`src/rtl/sevenseg_pkg.sv`:
```
// Shared types and constants for the seven-segment scan driver.
// Segment patterns are active-low, ordered a..g from MSB to LSB.
package sevenseg_pkg;

    localparam logic [6:0] SEG_HEX [16] = '{
        7'b0000001, 7'b1001111, 7'b0010010, 7'b0000110,
        7'b1001100, 7'b0100100, 7'b0100000, 7'b0001111,
        7'b0000000, 7'b0000100, 7'b0001000, 7'b1100000,
        7'b0110001, 7'b1000010, 7'b0110000, 7'b0111000
    };

    localparam logic [7:0] SEG_BLANK = 8'hFF;

    typedef struct packed {
        logic [3:0] val;
        logic       dp;
        logic       blank;
    } digit_entry_t;

endpackage

```
`src/rtl/sevenseg_decode.sv`:
```
// Combinational decoder from one stored digit entry to active-low cathodes.
// Bit 7 is the decimal point; blanking overrides everything.
module sevenseg_decode
    import sevenseg_pkg::*;
(
    input  digit_entry_t entry_i,
    output logic [7:0]   cathode_n_o
);

    always_comb begin
        cathode_n_o = SEG_BLANK;
        if (!entry_i.blank) begin
            cathode_n_o = {~entry_i.dp, SEG_HEX[entry_i.val]};
        end
    end

endmodule

```
`src/rtl/sevenseg_scan_mux.sv`:
```
// Time-multiplexed common-anode seven-segment driver with per-digit storage,
// round-robin scanning and PWM brightness gating within each digit slot.
module sevenseg_scan_mux
    import sevenseg_pkg::*;
#(
    parameter int NUM_DIGITS  = 4,
    parameter int SLOT_CYCLES = 400000,
    parameter int DIM_BITS    = 3
) (
    input  logic                          clk,
    input  logic                          rst_n,
    input  logic                          wr_en,
    input  logic [$clog2(NUM_DIGITS)-1:0] wr_idx,
    input  logic [3:0]                    wr_data,
    input  logic                          wr_dp,
    input  logic                          wr_blank,
    input  logic [DIM_BITS-1:0]           brightness,
    output logic [NUM_DIGITS-1:0]         anode_n,
    output logic [7:0]                    cathode_n,
    output logic [4*NUM_DIGITS-1:0]       digits_q,
    output logic                          slot_start
);

    localparam int IDX_W     = $clog2(NUM_DIGITS);
    localparam int PHASE_LEN = SLOT_CYCLES >> DIM_BITS;
    localparam int SLOT_W    = $clog2(SLOT_CYCLES);
    localparam int PCNT_W    = (PHASE_LEN > 1) ? $clog2(PHASE_LEN) : 1;

    digit_entry_t          entry_q [NUM_DIGITS];
    logic [SLOT_W-1:0]     slot_cnt_q,  slot_cnt_d;
    logic [PCNT_W-1:0]     phase_cnt_q, phase_cnt_d;
    logic [DIM_BITS-1:0]   phase_q,     phase_d;
    logic [IDX_W-1:0]      scan_idx_q,  scan_idx_d;
    logic [DIM_BITS-1:0]   bright_q,    bright_d;
    logic [NUM_DIGITS-1:0] anode_q,     anode_d;
    logic [7:0]            cathode_q,   cathode_d;
    logic                  slot_start_q, slot_start_d;

    logic         slot_wrap;
    logic         phase_wrap;
    logic         slot_load;
    logic         wr_in_range;
    logic [7:0]   dec_cathode;
    digit_entry_t sel_entry;

    assign wr_in_range = ({1'b0, wr_idx} < (IDX_W + 1)'(NUM_DIGITS));

    always_ff @(posedge clk) begin
        if (!rst_n) begin
            for (int i = 0; i < NUM_DIGITS; i++) begin
                entry_q[i] <= '0;
            end
        end else if (wr_en && wr_in_range) begin
            entry_q[wr_idx] <= digit_entry_t'{val: wr_data, dp: wr_dp, blank: wr_blank};
        end
    end

    for (genvar g = 0; g < NUM_DIGITS; g++) begin : g_readback
        assign digits_q[4*g +: 4] = entry_q[g].val;
    end

    assign sel_entry = entry_q[scan_idx_q];

    sevenseg_decode u_decode (
        .entry_i     (sel_entry),
        .cathode_n_o (dec_cathode)
    );

    // Outputs are registered from the current counter state, so the anode
    // switch-over and the new cathodes land on the same edge.
    always_comb begin
        slot_wrap    = (slot_cnt_q == SLOT_W'(SLOT_CYCLES - 1));
        phase_wrap   = (phase_cnt_q == PCNT_W'(PHASE_LEN - 1));
        slot_load    = (slot_cnt_q == '0);

        slot_cnt_d   = slot_wrap  ? '0 : slot_cnt_q + SLOT_W'(1);
        phase_cnt_d  = phase_wrap ? '0 : phase_cnt_q + PCNT_W'(1);
        phase_d      = phase_wrap ? phase_q + DIM_BITS'(1) : phase_q;

        scan_idx_d   = scan_idx_q;
        if (slot_wrap) begin
            scan_idx_d = (scan_idx_q == IDX_W'(NUM_DIGITS - 1)) ? '0 : scan_idx_q + IDX_W'(1);
        end

        bright_d     = slot_load ? brightness  : bright_q;
        cathode_d    = slot_load ? dec_cathode : cathode_q;
        slot_start_d = slot_load;

        anode_d      = '1;
        if (phase_q <= bright_d) begin
            anode_d[scan_idx_q] = 1'b0;
        end
    end

    always_ff @(posedge clk) begin
        if (!rst_n) begin
            slot_cnt_q   <= '0;
            phase_cnt_q  <= '0;
            phase_q      <= '0;
            scan_idx_q   <= '0;
            bright_q     <= '0;
            anode_q      <= '1;
            cathode_q    <= SEG_BLANK;
            slot_start_q <= 1'b0;
        end else begin
            slot_cnt_q   <= slot_cnt_d;
            phase_cnt_q  <= phase_cnt_d;
            phase_q      <= phase_d;
            scan_idx_q   <= scan_idx_d;
            bright_q     <= bright_d;
            anode_q      <= anode_d;
            cathode_q    <= cathode_d;
            slot_start_q <= slot_start_d;
        end
    end

    assign anode_n    = anode_q;
    assign cathode_n  = cathode_q;
    assign slot_start = slot_start_q;

endmodule

```
`config.mk`:
```
export PLATFORM = sky130hd
export DESIGN_NAME = sevenseg_scan_mux
export DESIGN_NICKNAME = d
export VERILOG_FILES = /design/src/rtl/sevenseg_pkg.sv /design/src/rtl/sevenseg_decode.sv /design/src/rtl/sevenseg_scan_mux.sv
export SDC_FILE = /design/constraint.sdc
export NUM_CORES = 1
export LEC_CHECK = 0
export CAP_MARGIN = 20
export CORE_MARGIN = 3
export CORE_UTILIZATION = 51
export DETAILED_ROUTE_END_ITERATION = 16
export PLACE_DENSITY_LB_ADDON = 0.2
export SLEW_MARGIN = 20
export SYNTH_ARGS = -nofsm -noshare
export SYNTH_HDL_FRONTEND = slang
export SYNTH_HIERARCHICAL = 1
export SYNTH_SLANG_ARGS = --single-unit
```
`constraint.sdc`:
```
create_clock -name clk -period 2.3 [get_ports clk]
set_input_delay 0.69 -clock clk [delete_from_list [all_inputs] [get_ports clk]]
set_output_delay 0.69 -clock clk [all_outputs]
set_load 0.005 [all_outputs]
```
==> results of run 1 <==
## layout by cell type, fill, tap and decap left out, types with 9 or more instances in the layout
master           instances
inv_1                   12
nor3_1                  19
clkdlybuf4s50_1         42
buf_4                   38
edfxtp_1                24
dfxtp_1                 56
o21ai_0                 10
a21oi_1                 13
nand4_1                 10
ha_1                    14
and2_1                  22
xnor2_1                 25
nor2_1                  44
nand3_1                 18
and3_1                  10
clkbuf_8                 9
nand2_1                 20
## power by group
part / internal, mW / total, mW / leakage (nW) / switching, mW
logic: 0.204 / 0.382 / 1.07 / 0.178
registers: 1.55 / 1.58 / 0.707 / 0.0336
clock network: 0.395 / 0.935 / 0.0807 / 0.540
total: 2.15 / 2.90 / 1.86 / 0.752
## what timing repair did
item / in CTS / in global routing
pin swaps: 0 / 9
resized for setup: 1 / 19
hold buffers: 0 / 0
buffers inserted: 1 / 9
endpoints found under the setup margin: 2 / 8
## per-stage QoR
stage / setup TNS (ps) / util, % / cell area [sq um] / worst slack, ps / std cells
2_1_floorplan: 0 / - / 4110 / 6.10 / 412
3_3_place_gp: -298 / 60.0 / 4660 / -77.1 / 553
3_5_place_dp: -448 / 60.0 / 4660 / -108 / 553
4_1_cts: 0 / 62.3 / 4840 / 3.91 / 570
5_1_grt: -215 / 64.1 / 4980 / -58.1 / 579
6_report: 0 / 64.1 / 4980 / 91.0 / 579
## cell type report
| cell class | instances | area, sq um |
|---|---|---|
| Clock buffer | 10 | 128 |
| Clock inverter | 6 | 41.3 |
| Fill cell | 642 | 2790 |
| Inverter | 14 | 52.6 |
| Multi-Input combinational cell | 283 | 2010 |
| Sequential cell | 82 | 1890 |
| Tap cell | 102 | 128 |
| Timing Repair Buffer | 82 | 732 |
## routing by layer
layer	vias to the layer above	global-route usage (%)	wire [um]
met4	0	4.62	83
met1	1521	24.8	3900
met3	8	4.89	266
met5	-	0	0
met2	46	34.3	4330
li1	1563	-	-
## registers in the layout, indices dropped and copies added (netlist names), 2 cells and up, named ones only
register	cells
slot_cnt_q	19
scan_idx_q	2
phase_cnt_q	16
bright_q	3
cathode_n	8
entry_q	24
phase_q	3
anode_n	4
## synth_stat cells (all sizes together) (3+ instances only)
master	instances	share of area, %
dfxtp	58	28
and4	3	0.70
and2	23	3.5
o21ai	17	2.2
nor4	13	2.9
nor2	45	4.2
inv	14	1.3
buf	26	4.5
xnor2	25	5.3
nor4b	4	0.86
and3	11	1.7
clkbuf	7	0.64
xor2	6	1.3
nand2	20	1.8
a21oi	13	1.6
nor3	20	2.4
nand3	20	2.7
mux2i	4	0.98
mux4	6	3.3
edfxtp	24	18
ha	18	5.5
nand4	11	1.8
## logic make-up (layout without fill, tap and decap cells)
| logic type | Yosys count | count (layout) |
|---|---|---|
| adders and majority gates | 18 | 18 |
| and+or+nand+nor | 182 | 182 |
| buffers and inverters | 47 | 112 |
| DFF | 82 | 82 |
| xor gates and xnor gates | 31 | 31 |
| muxes | 12 | 12 |
| AOI/OAI and AO/OA | 40 | 40 |
## path summary, 6_finish.rpt
kind / to / slack, ps
setup / recovery: anode_n[1]$_SDFF_PN1_ / 90
hold / removal: phase_cnt_q[0]$_SDFF_PP0_ / 470
setup reg to reg: anode_n[1]$_SDFF_PN1_ / 90
hold reg to reg: phase_cnt_q[0]$_SDFF_PP0_ / 470
## worst max-delay path: stages, from the launching register on
cell	delay, ps
dfxtp_4	370
nor4_4	340
and4_4	310
buf_8	110
nand3_1	80
and2_1	160
ha_1	290
o21a_1	130
o21ai_2	190
nand3_1	100
==> results.md, run 1 <==
- Status: finished, final reports clean
- Mux contribution to synthesized area: 4.83%
- Synth Area in Compound Gates: 5.89%
- Clock buffer depth: 2
- Synth warn: 6
- CP startpoint: slot_cnt_q[10]$_SDFF_PP0_
- Worst hold-check path type: reg2reg
- Worst-margin pin slew: 626 ps
- First-pass DRT Iterations: 4
- Pwr Total: 2.90 mW
- Simple-gate share of the synthesized area: 24.8%
- DR WL/cell: 14.8 um
- Xor/xnor share of the synthesized area: 6.63%
- Worst hold start: phase_cnt_q[0]$_SDFF_PP0_
- Final Hold Viols: 0
- Worst-Skew Late Latency: 350 ps
- Clock tree root buffer cell: clkbuf_8
- H-tree depth: 3
- Syn_nets: 444
- Congestion Overflow GR: 0
- Main combinational cell family by area after synthesis: simple AND/OR/NAND/NOR gates
- Total of max-cap violations: 0
- Pin count of the biggest net entering global routing: 31
- Reg2reg start: slot_cnt_q[10]$_SDFF_PP0_
- Post-DRT Antenna Nets: 0
- Main synth FF type: dfxtp_1
- DRT iter0 DRCs: 84
- Critical setup path kind: reg2reg
- Slew Viols, Final: 0
- DP Wirelength: 6090 um
- RSZ-0062 raised after global routing: yes
- EDFF count, synth: 24
- Setup violators final: 0
- Mapped Cells: 412
- Cts bufs inserted: 9
- Initial Util: 52.7%
- Endpoint class of the critical path: register
- Final #Nets: 504
- Diode count: 0
- Initial antenna violation count: 0
- Async S/R FF share, synth: 0%
- Seq/Total Area, Yosys: 45.9%
- GRT Resource Usage Total: 19.8%
- First-pass GRT wire length: 14,100 um
- Area share of fa/ha/maj cells after synthesis: 5.50%
- Final Cycle Share: 96.0%
- Reg2reg path depth: 9
- Vias: 3,138
- Synth cell types: 51
- Crit path time final: 2210 ps
- Die extent in y: 95.6 um
- CP max FO: 4
- Slew Limit Headroom: 58.2%
- Boundary Pins: 43
- Worst hold path stage count: 1
- Sink Count: 82
- Highest clock rate: 453 MHz
- Mapped Avg Cell Area: 9.94 sq um
- Share of post-route cells with drive strength above 1: 18.0%
- Die area: 0.00914 sq mm
- Die X: 95.6 um
- Core Rows: 32
- CP Data Arrival Time: 2430 ps
- DR DRC count: 0
- Mapped cell area: 0.00410 sq mm
- Core area: 0.00777 sq mm
- P_leak: 1.86 nW
- Vias per std cell: 5.42
- Layout Skew: 10.3 ps
- Area delta synth->final: 21.5%
- WP data required: 2520 ps
- Clock Pin Slew Worst Setup and Hold Paths: 90 ps
- Synth Register Bits: 82
- Power per cell area: 582 mW/mm^2
- Routed wire length: 8580 um
- Number of global-route vias before repair: 3,015
- PortBufs: 42
- Placer Congestion: 0.821
- Worst hold slack: 473 ps
- CP Launch Type: register
- IR drop worst, VDD: 0.325 mV
- CTS tree: built
(Power assumes the default switching activity.)
==> run 2, diff against run 1 <==
CAP_MARGIN = default   (was 20)
SLEW_MARGIN = default   (was 20)
==> results of run 2 <==
Final layout, timing and power as in run 1 (identical DEF).
